==> config.mk <==
export PLATFORM = sky130hd
export DESIGN_NAME = servo_slew_ctrl
export DESIGN_NICKNAME = d
export VERILOG_FILES = /design/src/rtl/servo_ctrl_pkg.sv /design/src/rtl/servo_frame_tick.sv /design/src/rtl/servo_slew_ctrl.sv
export SDC_FILE = /design/constraint.sdc
export NUM_CORES = 1
export LEC_CHECK = 0
export CAP_MARGIN = 20
export CORE_UTILIZATION = 40
export CTS_CLUSTER_DIAMETER = 200
export DETAILED_ROUTE_END_ITERATION = 8
export PLACE_DENSITY = 0.57
export SETUP_SLACK_MARGIN = 0.5
export SKIP_LAST_GASP = 1
export SLEW_MARGIN = 30
export SYNTH_ARGS = -nofsm -noshare
export SYNTH_HDL_FRONTEND = slang
export SYNTH_SLANG_ARGS = --single-unit
==> constraint.sdc <==
create_clock -name clk -period 4.6 [get_ports clk]
set_clock_uncertainty 0.2 [all_clocks]
set_input_delay 0.92 -clock clk [delete_from_list [all_inputs] [get_ports clk]]
set_output_delay 0.92 -clock clk [all_outputs]
set_load 0.05 [all_outputs]
==> src/rtl/servo_ctrl_pkg.sv <==
// Shared constants and helpers for the servo slew controller: state codes, duty width,
// frame divider arithmetic and duty clamping.
package servo_ctrl_pkg;

  localparam int unsigned DUTY_W = 8;
  localparam int unsigned DIFF_W = DUTY_W + 1;
  localparam int unsigned HOLD_W = 8;
  localparam int unsigned STATE_W = 2;

  localparam logic [STATE_W-1:0] ST_IDLE = 2'd0;
  localparam logic [STATE_W-1:0] ST_RAMP = 2'd1;
  localparam logic [STATE_W-1:0] ST_HOLD = 2'd2;

  // Clocks per servo frame; degenerate rates collapse to a tick every cycle.
  function automatic int unsigned frame_div(input int unsigned clk_hz,
                                            input int unsigned frame_hz);
    int unsigned div;
    div = (frame_hz == 0) ? 1 : clk_hz / frame_hz;
    return (div == 0) ? 1 : div;
  endfunction

  function automatic logic [DUTY_W-1:0] clamp_duty(input logic [DUTY_W-1:0] v,
                                                   input logic [DUTY_W-1:0] lo,
                                                   input logic [DUTY_W-1:0] hi);
    if (v < lo) return lo;
    if (v > hi) return hi;
    return v;
  endfunction

endpackage

==> src/rtl/servo_frame_tick.sv <==
// Free-running frame divider: counts 0..FRAME_DIV-1 and pulses frame_tick while the
// count sits at its last value.
module servo_frame_tick #(
  parameter int unsigned FRAME_DIV = 10
) (
  input  logic clk,
  input  logic rst,
  output logic frame_tick
);

  localparam int unsigned CNT_W = (FRAME_DIV > 1) ? $clog2(FRAME_DIV) : 1;
  localparam logic [CNT_W-1:0] CNT_LAST = CNT_W'(FRAME_DIV - 1);

  logic [CNT_W-1:0] cnt_q, cnt_d;
  logic             tick_q, tick_d;

  // Tick is registered from the next count so it lines up with count == last.
  always_comb begin
    cnt_d  = (cnt_q == CNT_LAST) ? '0 : cnt_q + CNT_W'(1);
    tick_d = (cnt_d == CNT_LAST);
  end

  always_ff @(posedge clk) begin
    if (rst) begin
      cnt_q  <= '0;
      tick_q <= (FRAME_DIV == 1);
    end else begin
      cnt_q  <= cnt_d;
      tick_q <= tick_d;
    end
  end

  assign frame_tick = tick_q;

endmodule

==> src/rtl/servo_slew_ctrl.sv <==
// Servo position sequencer: ramps dutty toward each accepted target one STEP per frame,
// then settles for HOLD_FRAMES frames. Define SERVO_LIMIT_EN to clamp targets to [MIN_DUTY, MAX_DUTY].
module servo_slew_ctrl
  import servo_ctrl_pkg::*;
#(
  parameter int unsigned CLK_HZ      = 50000000,
  parameter int unsigned FRAME_HZ    = 50,
  parameter int unsigned STEP        = 1,
  parameter int unsigned HOLD_FRAMES = 10,
  parameter int unsigned INIT_DUTY   = 128,
  parameter int unsigned MIN_DUTY    = 0,
  parameter int unsigned MAX_DUTY    = 255
) (
  input  logic              clk,
  input  logic              rst,
  input  logic              cmd_valid,
  input  logic [DUTY_W-1:0] cmd_pos,
  output logic              cmd_ready,
  output logic [DUTY_W-1:0] dutty,
  output logic              busy,
  output logic              done,
  output logic              frame_tick
);

`ifdef SERVO_LIMIT_EN
  localparam bit LIMIT_EN = 1'b1;
`else
  localparam bit LIMIT_EN = 1'b0;
`endif

  localparam int unsigned       FRAME_DIV = frame_div(CLK_HZ, FRAME_HZ);
  localparam logic [DUTY_W-1:0] MIN_L     = DUTY_W'(MIN_DUTY);
  localparam logic [DUTY_W-1:0] MAX_L     = DUTY_W'(MAX_DUTY);
  localparam logic [DUTY_W-1:0] INIT_L    = LIMIT_EN ? clamp_duty(DUTY_W'(INIT_DUTY), MIN_L, MAX_L)
                                                     : DUTY_W'(INIT_DUTY);
  localparam logic [DUTY_W-1:0] STEP_L    = DUTY_W'(STEP);
  localparam logic [DIFF_W-1:0] STEP_D    = DIFF_W'(STEP);
  localparam logic [HOLD_W-1:0] HOLD_LAST = HOLD_W'(HOLD_FRAMES);

  logic [STATE_W-1:0] state_q, state_d;
  logic [DUTY_W-1:0]  dutty_q, dutty_d;
  logic [DUTY_W-1:0]  target_q, target_d;
  logic [HOLD_W-1:0]  hold_q, hold_d;
  logic               ready_q, ready_d;
  logic               busy_q, busy_d;
  logic               done_q, done_d;

  logic               tick_c;
  logic [DUTY_W-1:0]  pos_lim_c;
  logic [DIFF_W-1:0]  diff_c;

  servo_frame_tick #(
    .FRAME_DIV(FRAME_DIV)
  ) u_frame_tick (
    .clk        (clk),
    .rst        (rst),
    .frame_tick (tick_c)
  );

  assign pos_lim_c = LIMIT_EN ? clamp_duty(cmd_pos, MIN_L, MAX_L) : cmd_pos;

  // Distance to target, one bit wider so the magnitude never wraps.
  assign diff_c = (target_q > dutty_q) ? ({1'b0, target_q} - {1'b0, dutty_q})
                                       : ({1'b0, dutty_q} - {1'b0, target_q});

  always_comb begin
    state_d  = state_q;
    dutty_d  = dutty_q;
    target_d = target_q;
    hold_d   = hold_q;

    case (state_q)
      ST_IDLE: begin
        if (cmd_valid && ready_q) begin
          target_d = pos_lim_c;
          state_d  = ST_RAMP;
        end
      end
      ST_RAMP: begin
        if (tick_c) begin
          if (diff_c <= STEP_D) begin
            dutty_d = target_q;
            hold_d  = '0;
            state_d = ST_HOLD;
          end else if (target_q > dutty_q) begin
            dutty_d = dutty_q + STEP_L;
          end else begin
            dutty_d = dutty_q - STEP_L;
          end
        end
      end
      ST_HOLD: begin
        if (hold_q == HOLD_LAST) begin
          state_d = ST_IDLE;
        end else if (tick_c) begin
          hold_d = hold_q + HOLD_W'(1);
        end
      end
      default: state_d = ST_IDLE;
    endcase

    // Flags are registered from the next state so they track state_q exactly.
    ready_d = (state_d == ST_IDLE);
    busy_d  = (state_d != ST_IDLE);
    done_d  = (state_d == ST_HOLD) && (hold_d == HOLD_LAST);
  end

  always_ff @(posedge clk) begin
    if (rst) begin
      state_q  <= ST_IDLE;
      dutty_q  <= INIT_L;
      target_q <= INIT_L;
      hold_q   <= '0;
      ready_q  <= 1'b1;
      busy_q   <= 1'b0;
      done_q   <= 1'b0;
    end else begin
      state_q  <= state_d;
      dutty_q  <= dutty_d;
      target_q <= target_d;
      hold_q   <= hold_d;
      ready_q  <= ready_d;
      busy_q   <= busy_d;
      done_q   <= done_d;
    end
  end

  assign cmd_ready  = ready_q;
  assign dutty      = dutty_q;
  assign busy       = busy_q;
  assign done       = done_q;
  assign frame_tick = tick_c;

endmodule

# Yosys cells after proc, flatten, opt, wreduce, memory -nomap -nowiden
# Index checks and enable logic that the tools add are counted.
# W data, S select, Z words.
[word_totals]
reg_bits = 50
input_bits = 11
wordCells = 45
[op_classes]
add_sub_neg = 6
magnitude_cmp = 2
eq_ne = 7
muxes = 14
n_reduce_logical = 7
[ops]
columns = ["operator", "count"]
rows = [
  ["$mux W8", 6],
  ["$eq A20 B20 Y1 const B", 2],
  ["$add A20 B1 Y20 const B", 1],
  ["$mux W20", 1],
  ["$sub A8 B8 Y9", 2],
  ["$add A8 B1 Y8 const B", 2],
  ["$eq A8 B4 Y1 const B", 2],
  ["$pmux W8 S2", 1],
  ["$le A9 B1 Y1 const B", 1],
  ["$mux W9", 1],
  ["$gt A8 B8 Y1", 1],
  ["$mux W2", 4],
  ["$sub A8 B1 Y8 const B", 1],
  ["$pmux W2 S3", 1],
  ["$eq A2 B2 Y1 const B", 2],
  ["$logic_not A2 Y1", 2],
  ["$reduce_and A2 Y1", 2],
  ["$eq A2 B1 Y1 const B", 1],
  ["$logic_and A1 B1 Y1", 2],
  ["$reduce_bool A2 Y1", 1],
]

# Longest topological paths before layout
[logic_depth]
depth_word = 8
depth_mapped = 16
mapped_depth_nobuf = 15

# Cells and area by module
# Synthesis repeated with hierarchy kept, for this count alone.
[hier_totals]
cells_unflattened = 469
area_unflattened_um2 = 3758.6
[by_module_without_submodules]
columns = ["module", "instances", "cells_each", "area_each_um2", "seq_area_each_um2"]
rows = [
  ["servo_slew_ctrl", 1, 327, 2578.7, 580.6],
  ["servo_frame_tick", 1, 142, 1179.9, 420.4],
]

# Worst setup path before layout
# Ideal clock, no wire load.
[synth_timing]
path_type = "reg2reg"
startpoint = "reg dutty_q[1], in the netlist dutty[1]"
endpoint = "reg dutty_q[7], in the netlist dutty[7]"
setup_time_ns = 0.135
arrival_ns = 3.518
required_ns = 4.265
setup_slack_ns = 0.747
path_stages_with_launch = 16
synth_period_minus_slack_ns = 3.853
cell_sequence = "dfxtp_1 -> inv_1 -> ha_1 -> nor2b_1 -> o2111ai_1 -> nand4b_1 -> nand2_1 -> ha_1 -> a21o_1 -> a211oi_1 -> o21ai_0 -> o211ai_1 -> xor2_1 -> nor3_1 -> o21ai_0 -> o2111ai_1"
[synth_via]
elab_chain_len = 4
elab_cells_between_ends = 9
classes_between = "add/sub: 4; order compare: 2; mux: 3"
[synth_rtl]
columns = ["item", "line_no", "source"]
rows = [
  ["from (decl)", "servo_slew_ctrl.sv:41", "logic [DUTY_W-1:0] dutty_q, dutty_d;"],
  ["from (signal assigned)", "servo_slew_ctrl.sv:119", "dutty_q <= dutty_d;"],
  ["$sub A8 B8 Y9 (tied with other cells)", "servo_slew_ctrl.sv:64", ": ({1'b0, dutty_q} - {1'b0, target_q});"],
  ["$mux W9", "servo_slew_ctrl.sv:63", "assign diff_c = (target_q > dutty_q) ? ({1'b0, target_q} - {1'b0, dutty_q})"],
  ["$le A9 B1 Y1", "servo_slew_ctrl.sv:81", "if (diff_c <= STEP_D) begin"],
  ["$mux W8 (*)", "servo_slew_ctrl.sv:81", ""],
]
# Mark *: on every way between the ends. The rest lies on a longest branch, timed or not.
# A chain may end at the register's enable or synchronous reset.

# Worst setup path in the final report
[layout_timing]
startpoint = "reg dutty_q[6], in the netlist dutty[6]"
endpoint = "reg dutty_q[7], in the netlist dutty[7]"
# Same word-level chain as after synthesis.

==> impl_metrics.prom <==
# TYPE chip_impl_metric gauge
chip_impl_metric{name="worstPathMaxFanout",unit=""} 12
chip_impl_metric{name="dp.final_hpwl",unit="um"} 7450
chip_impl_metric{name="wl_per_cell",unit="um"} 15.4
chip_impl_metric{name="gp_congestion",unit=""} 0.884
chip_impl_metric{name="hold_viol_final",unit=""} 0
chip_impl_metric{name="worstSkewPairLatency",unit="ps"} 310
chip_impl_metric{name="largest_net_degree_at_the_start_of_global_routing",unit=""} 25
chip_impl_metric{name="multi_input_gate_area",unit="sq um"} 2580
chip_impl_info{name="timing.critical_path.cells",value="inv_1 > ha_1 > nand2_1 > o21ai_1 > o31a_1 > nand2_2 > ha_1 > a21o_1 > a211oi_1 > o21ai_0 > o211ai_1 > xor2_1 > nor3_1 > o21ai_0 > o2111ai_1"} 1
chip_impl_metric{name="fp.dieW",unit="um"} 100
chip_impl_info{name="cts_tree",value="yes"} 1
chip_impl_metric{name="drt-total-wl",unit="um"} 9780
chip_impl_metric{name="fmax",unit="MHz"} 264
chip_impl_metric{name="clk_pin_slew",unit="ps"} 110
chip_impl_metric{name="finish.cell_count_without_fillers",unit=""} 635
chip_impl_metric{name="synth_seq_area_share",unit="%"} 25.8
chip_impl_metric{name="maxCapViolCount",unit=""} 0
chip_impl_metric{name="max-vdd-ir-drop",unit="uV"} 182
chip_impl_metric{name="postSynthNetCount",unit=""} 543
chip_impl_info{name="timing.setup.critical_path_class",value="reg -> reg"} 1
chip_impl_info{name="post_synth_top_flop",value="sky130_fd_sc_hd__dfxtp_1"} 1
chip_impl_metric{name="ant_nets_after_route",unit=""} 0
chip_impl_metric{name="worst_relative_slew_slack",unit="%"} 59.4
chip_impl_metric{name="worst-slew-pin-transition",unit="ps"} 605
chip_impl_metric{name="finalWorstPathRequiredPeriod",unit="ps"} 3790
chip_impl_metric{name="std_cell_rows",unit=""} 35
chip_impl_info{name="end_kind",value="flip-flop"} 1
chip_impl_metric{name="place.port_buffers",unit=""} 22
chip_impl_metric{name="leakagePower",unit="nW"} 1.61
chip_impl_metric{name="ys.warnings.count",unit=""} 0
chip_impl_info{name="critPathSlowestCell",value="sky130_fd_sc_hd__ha_1"} 1
chip_impl_metric{name="tns",unit="ps"} 0
chip_impl_info{name="cts_root_buffer_type",value="sky130_fd_sc_hd__clkbuf_8"} 1
chip_impl_metric{name="detailedRoute.firstPassIterationCount",unit=""} 4
chip_impl_metric{name="synth_cell_types",unit=""} 66
chip_impl_info{name="netlist_top_cells_area",value="sky130_fd_sc_hd__dfxtp_1, sky130_fd_sc_hd__ha_1, sky130_fd_sc_hd__a21oi_1, sky130_fd_sc_hd__nor2_1, sky130_fd_sc_hd__nand2_1"} 1
chip_impl_metric{name="finalCritPeriodShare",unit="%"} 82.5
chip_impl_metric{name="seqCellArea",unit="sq um"} 1000
chip_impl_metric{name="numClockSinks",unit=""} 50
chip_impl_metric{name="drv_slew",unit=""} 0
chip_impl_metric{name="fp.coreArea",unit="sq um"} 9330
chip_impl_metric{name="post-route-drc-count",unit=""} 0
chip_impl_metric{name="yosys_register_bits",unit=""} 50
chip_impl_metric{name="post-place-cells",unit=""} 627
chip_impl_metric{name="max-clock-path-buffers",unit=""} 2
chip_impl_metric{name="post-cts-setup-buffers",unit=""} 0
chip_impl_metric{name="dieHeight",unit="um"} 100
chip_impl_metric{name="synth_enable_flop_cells",unit=""} 0
chip_impl_metric{name="initial_antenna_violation_count",unit=""} 0
chip_impl_metric{name="layout.core_utilization",unit="%"} 45.4
chip_impl_metric{name="syn_inst_count",unit=""} 500
chip_impl_metric{name="asyncSetResetFlopFracSynth",unit="%"} 0
chip_impl_metric{name="worst_ep_arrival_time",unit="ps"} 3780
chip_impl_metric{name="synth_area_per_cell",unit="sq um"} 7.75
chip_impl_info{name="run_status",value="finished clean"} 1
chip_impl_metric{name="floorplan.initialDensity",unit="%"} 41.6
chip_impl_metric{name="ctsHtreeMaxLevel",unit=""} 2
chip_impl_metric{name="fp.dieArea",unit="sq um"} 10100
chip_impl_metric{name="areaGrowthSynthToFinish",unit="%"} 9.26
chip_impl_metric{name="worst_path_largest_cell_delay",unit="ps"} 520
chip_impl_metric{name="gr-total-overflow",unit=""} 0
chip_impl_metric{name="p_per_area",unit="nW/um^2"} 266
chip_impl_info{name="synth_area_leader_cell",value="sky130_fd_sc_hd__dfxtp_1"} 1
chip_impl_metric{name="fillerInstances",unit=""} 965
chip_impl_metric{name="post_synth_instance_area",unit="sq um"} 3880
chip_impl_metric{name="route.detailed.vias_per_inst",unit=""} 5.47
chip_impl_info{name="rsz0062_at_grt",value="no"} 1
chip_impl_metric{name="final_layout_size_suffix_gt1_share",unit="%"} 6.32
chip_impl_metric{name="first_global_vias",unit=""} 3291
chip_impl_metric{name="vias",unit=""} 3475
chip_impl_metric{name="synth_top_area_share",unit="%"} 25.8
chip_impl_metric{name="drt_first_iter_violations",unit=""} 181
chip_impl_metric{name="gr-usage-all-layers",unit="%"} 20.6
chip_impl_info{name="holdCritPathClass",value="reg -> reg"} 1
chip_impl_metric{name="total_number_of_nets_in_the_final_design",unit=""} 548
chip_impl_metric{name="antenna-diode-count",unit=""} 0
chip_impl_metric{name="num_cts_buffers",unit=""} 5
chip_impl_metric{name="setup_viol_count_final",unit=""} 0
chip_impl_info{name="startpoint_types",value="flip-flop"} 1
chip_impl_metric{name="global_route_wire_length_before_repair",unit="um"} 16500
chip_impl_metric{name="io_pins",unit=""} 23
chip_impl_metric{name="required_time_at_the_endpoint_of_the_critical_path",unit="ps"} 4590
-- placed cells by master (no fill, tap or decap), types with 3 or more instances in the layout --
cell type,n
sky130_fd_sc_hd__a211oi_1,10
sky130_fd_sc_hd__a21o_1,5
sky130_fd_sc_hd__a21oi_1,43
sky130_fd_sc_hd__a311oi_1,3
sky130_fd_sc_hd__a31oi_1,10
sky130_fd_sc_hd__and2_1,5
sky130_fd_sc_hd__and3_1,5
sky130_fd_sc_hd__clkbuf_8,5
sky130_fd_sc_hd__clkdlybuf4s50_1,22
sky130_fd_sc_hd__dfxtp_1,49
sky130_fd_sc_hd__fa_1,3
sky130_fd_sc_hd__ha_1,29
sky130_fd_sc_hd__inv_1,37
sky130_fd_sc_hd__nand2_1,48
sky130_fd_sc_hd__nand2b_1,4
sky130_fd_sc_hd__nand3_1,20
sky130_fd_sc_hd__nand4_1,10
sky130_fd_sc_hd__nand4_4,3
sky130_fd_sc_hd__nor2_1,56
sky130_fd_sc_hd__nor3_1,9
sky130_fd_sc_hd__nor4_1,6
sky130_fd_sc_hd__o2111ai_1,4
sky130_fd_sc_hd__o211ai_1,4
sky130_fd_sc_hd__o21a_1,3
sky130_fd_sc_hd__o21ai_0,16
sky130_fd_sc_hd__o21ai_1,4
sky130_fd_sc_hd__o22ai_1,3
sky130_fd_sc_hd__o31ai_1,5
sky130_fd_sc_hd__or3_1,3
sky130_fd_sc_hd__or4_1,5
sky130_fd_sc_hd__xnor2_1,18
sky130_fd_sc_hd__xor2_1,15
-- logic make-up (layout without fill, tap and decap cells) --
logic type	after synthesis	in the layout	share of synthesized area (%)
flip-flops	50	50	25.8
adder cells (fa/ha/maj)	32	32	10.9
XOR/XNOR	33	33	7.46
AO/OA/AOI/OAI	122	122	20.4
multiplexers	4	4	1.19
buffers and inverters	63	69	7.55
AND/OR/NAND/NOR	196	196	26.7
-- synthesized netlist by cell type, types with 4 or more instances --
cell type	count
sky130_fd_sc_hd__a211oi_1	10
sky130_fd_sc_hd__a21o_1	5
sky130_fd_sc_hd__a21oi_1	43
sky130_fd_sc_hd__a31oi_1	10
sky130_fd_sc_hd__and2_1	5
sky130_fd_sc_hd__and3_1	5
sky130_fd_sc_hd__buf_4	6
sky130_fd_sc_hd__buf_6	4
sky130_fd_sc_hd__clkbuf_1	11
sky130_fd_sc_hd__dfxtp_1	50
sky130_fd_sc_hd__ha_1	29
sky130_fd_sc_hd__inv_1	37
sky130_fd_sc_hd__nand2_1	49
sky130_fd_sc_hd__nand2b_1	4
sky130_fd_sc_hd__nand3_1	20
sky130_fd_sc_hd__nand4_1	10
sky130_fd_sc_hd__nor2_1	56
sky130_fd_sc_hd__nor3_1	9
sky130_fd_sc_hd__nor4_1	6
sky130_fd_sc_hd__o2111ai_1	4
sky130_fd_sc_hd__o211ai_1	4
sky130_fd_sc_hd__o21ai_0	16
sky130_fd_sc_hd__o21ai_1	4
sky130_fd_sc_hd__o31ai_1	5
sky130_fd_sc_hd__or4_1	5
sky130_fd_sc_hd__xnor2_1	18
sky130_fd_sc_hd__xor2_1	15
-- critical path: cells and delay by family (launching register included) --
family	cells	cell delay, ps
xor gates and xnor gates	1	210
DFF	1	430
adders and majority gates	2	830
and+or+nand+nor	3	420
buffers and inverters	1	70
AOI/OAI and AO/OA	8	1510
-- registers in the layout, indices dropped and copies added (netlist names) --
register	count
u_frame_tick.frame_tick	1
target_q	8
dutty	8
state_q	2
busy	1
done	1
cmd_ready	1
u_frame_tick.cnt_q	20
hold_q	8
-- worst paths after layout --
kind	startpoint	end	slack, ps	cells after the start
max	dutty[6]$_SDFFE_PP0P_	dutty[7]$_SDFFE_PP1P_	810	15
min	target_q[6]$_SDFFE_PP0P_	target_q[6]$_SDFFE_PP0P_	290	2
max reg2reg	dutty[6]$_SDFFE_PP0P_	dutty[7]$_SDFFE_PP1P_	810	15
min reg2reg	target_q[6]$_SDFFE_PP0P_	target_q[6]$_SDFFE_PP0P_	290	2
-- per-stage QoR --
stage / instance area (sq um) / hold slack (ps) / total power [W] / setup WS [ps]
2_1_floorplan: 3880 / 249 / 0.000738 / 747
3_3_place_gp: 4120 / 278 / 0.000806 / 811
3_5_place_dp: 4120 / 281 / 0.000808 / 702
4_1_cts: 4230 / 294 / 0.00114 / 663
5_1_grt: 4240 / 323 / 0.00120 / 514
6_report: 4240 / 291 / 0.00113 / 806
-- what timing repair did --
action	in CTS	in global routing
endpoints found under the setup margin	0	1
gates resized for setup	0	2
hold buffers	0	0
-- layout make-up --
| type | instances | share of cell area (%) |
|---|---|---|
| Clock buffer | 5 | 1.62 |
| Clock inverter | 3 | 1.12 |
| Inverter | 38 | 3.37 |
| Multi-Input combinational cell | 387 | 61.0 |
| Sequential cell | 50 | 23.7 |
| Tap cell | 129 | 3.81 |
| Timing Repair Buffer | 23 | 5.38 |
-- routing by layer --
metal / vias up / GRT usage (%) / share of wire, %
met3: 14 / 2.79 / 4.4
met4: 0 / 5.35 / 1.7
li1: 1773 / - / -
met2: 86 / 34.4 / 46
met1: 1602 / 27.8 / 47
met5: - / 0 / 0
-- where the power goes --
group          total [W]  switching [W]  internal, W
clock network   0.000324       0.000159     0.000165
registers       0.000459      0.0000132     0.000445
logic           0.000345       0.000208     0.000137
No activity file was read; power rests on OpenSTA's default activity.
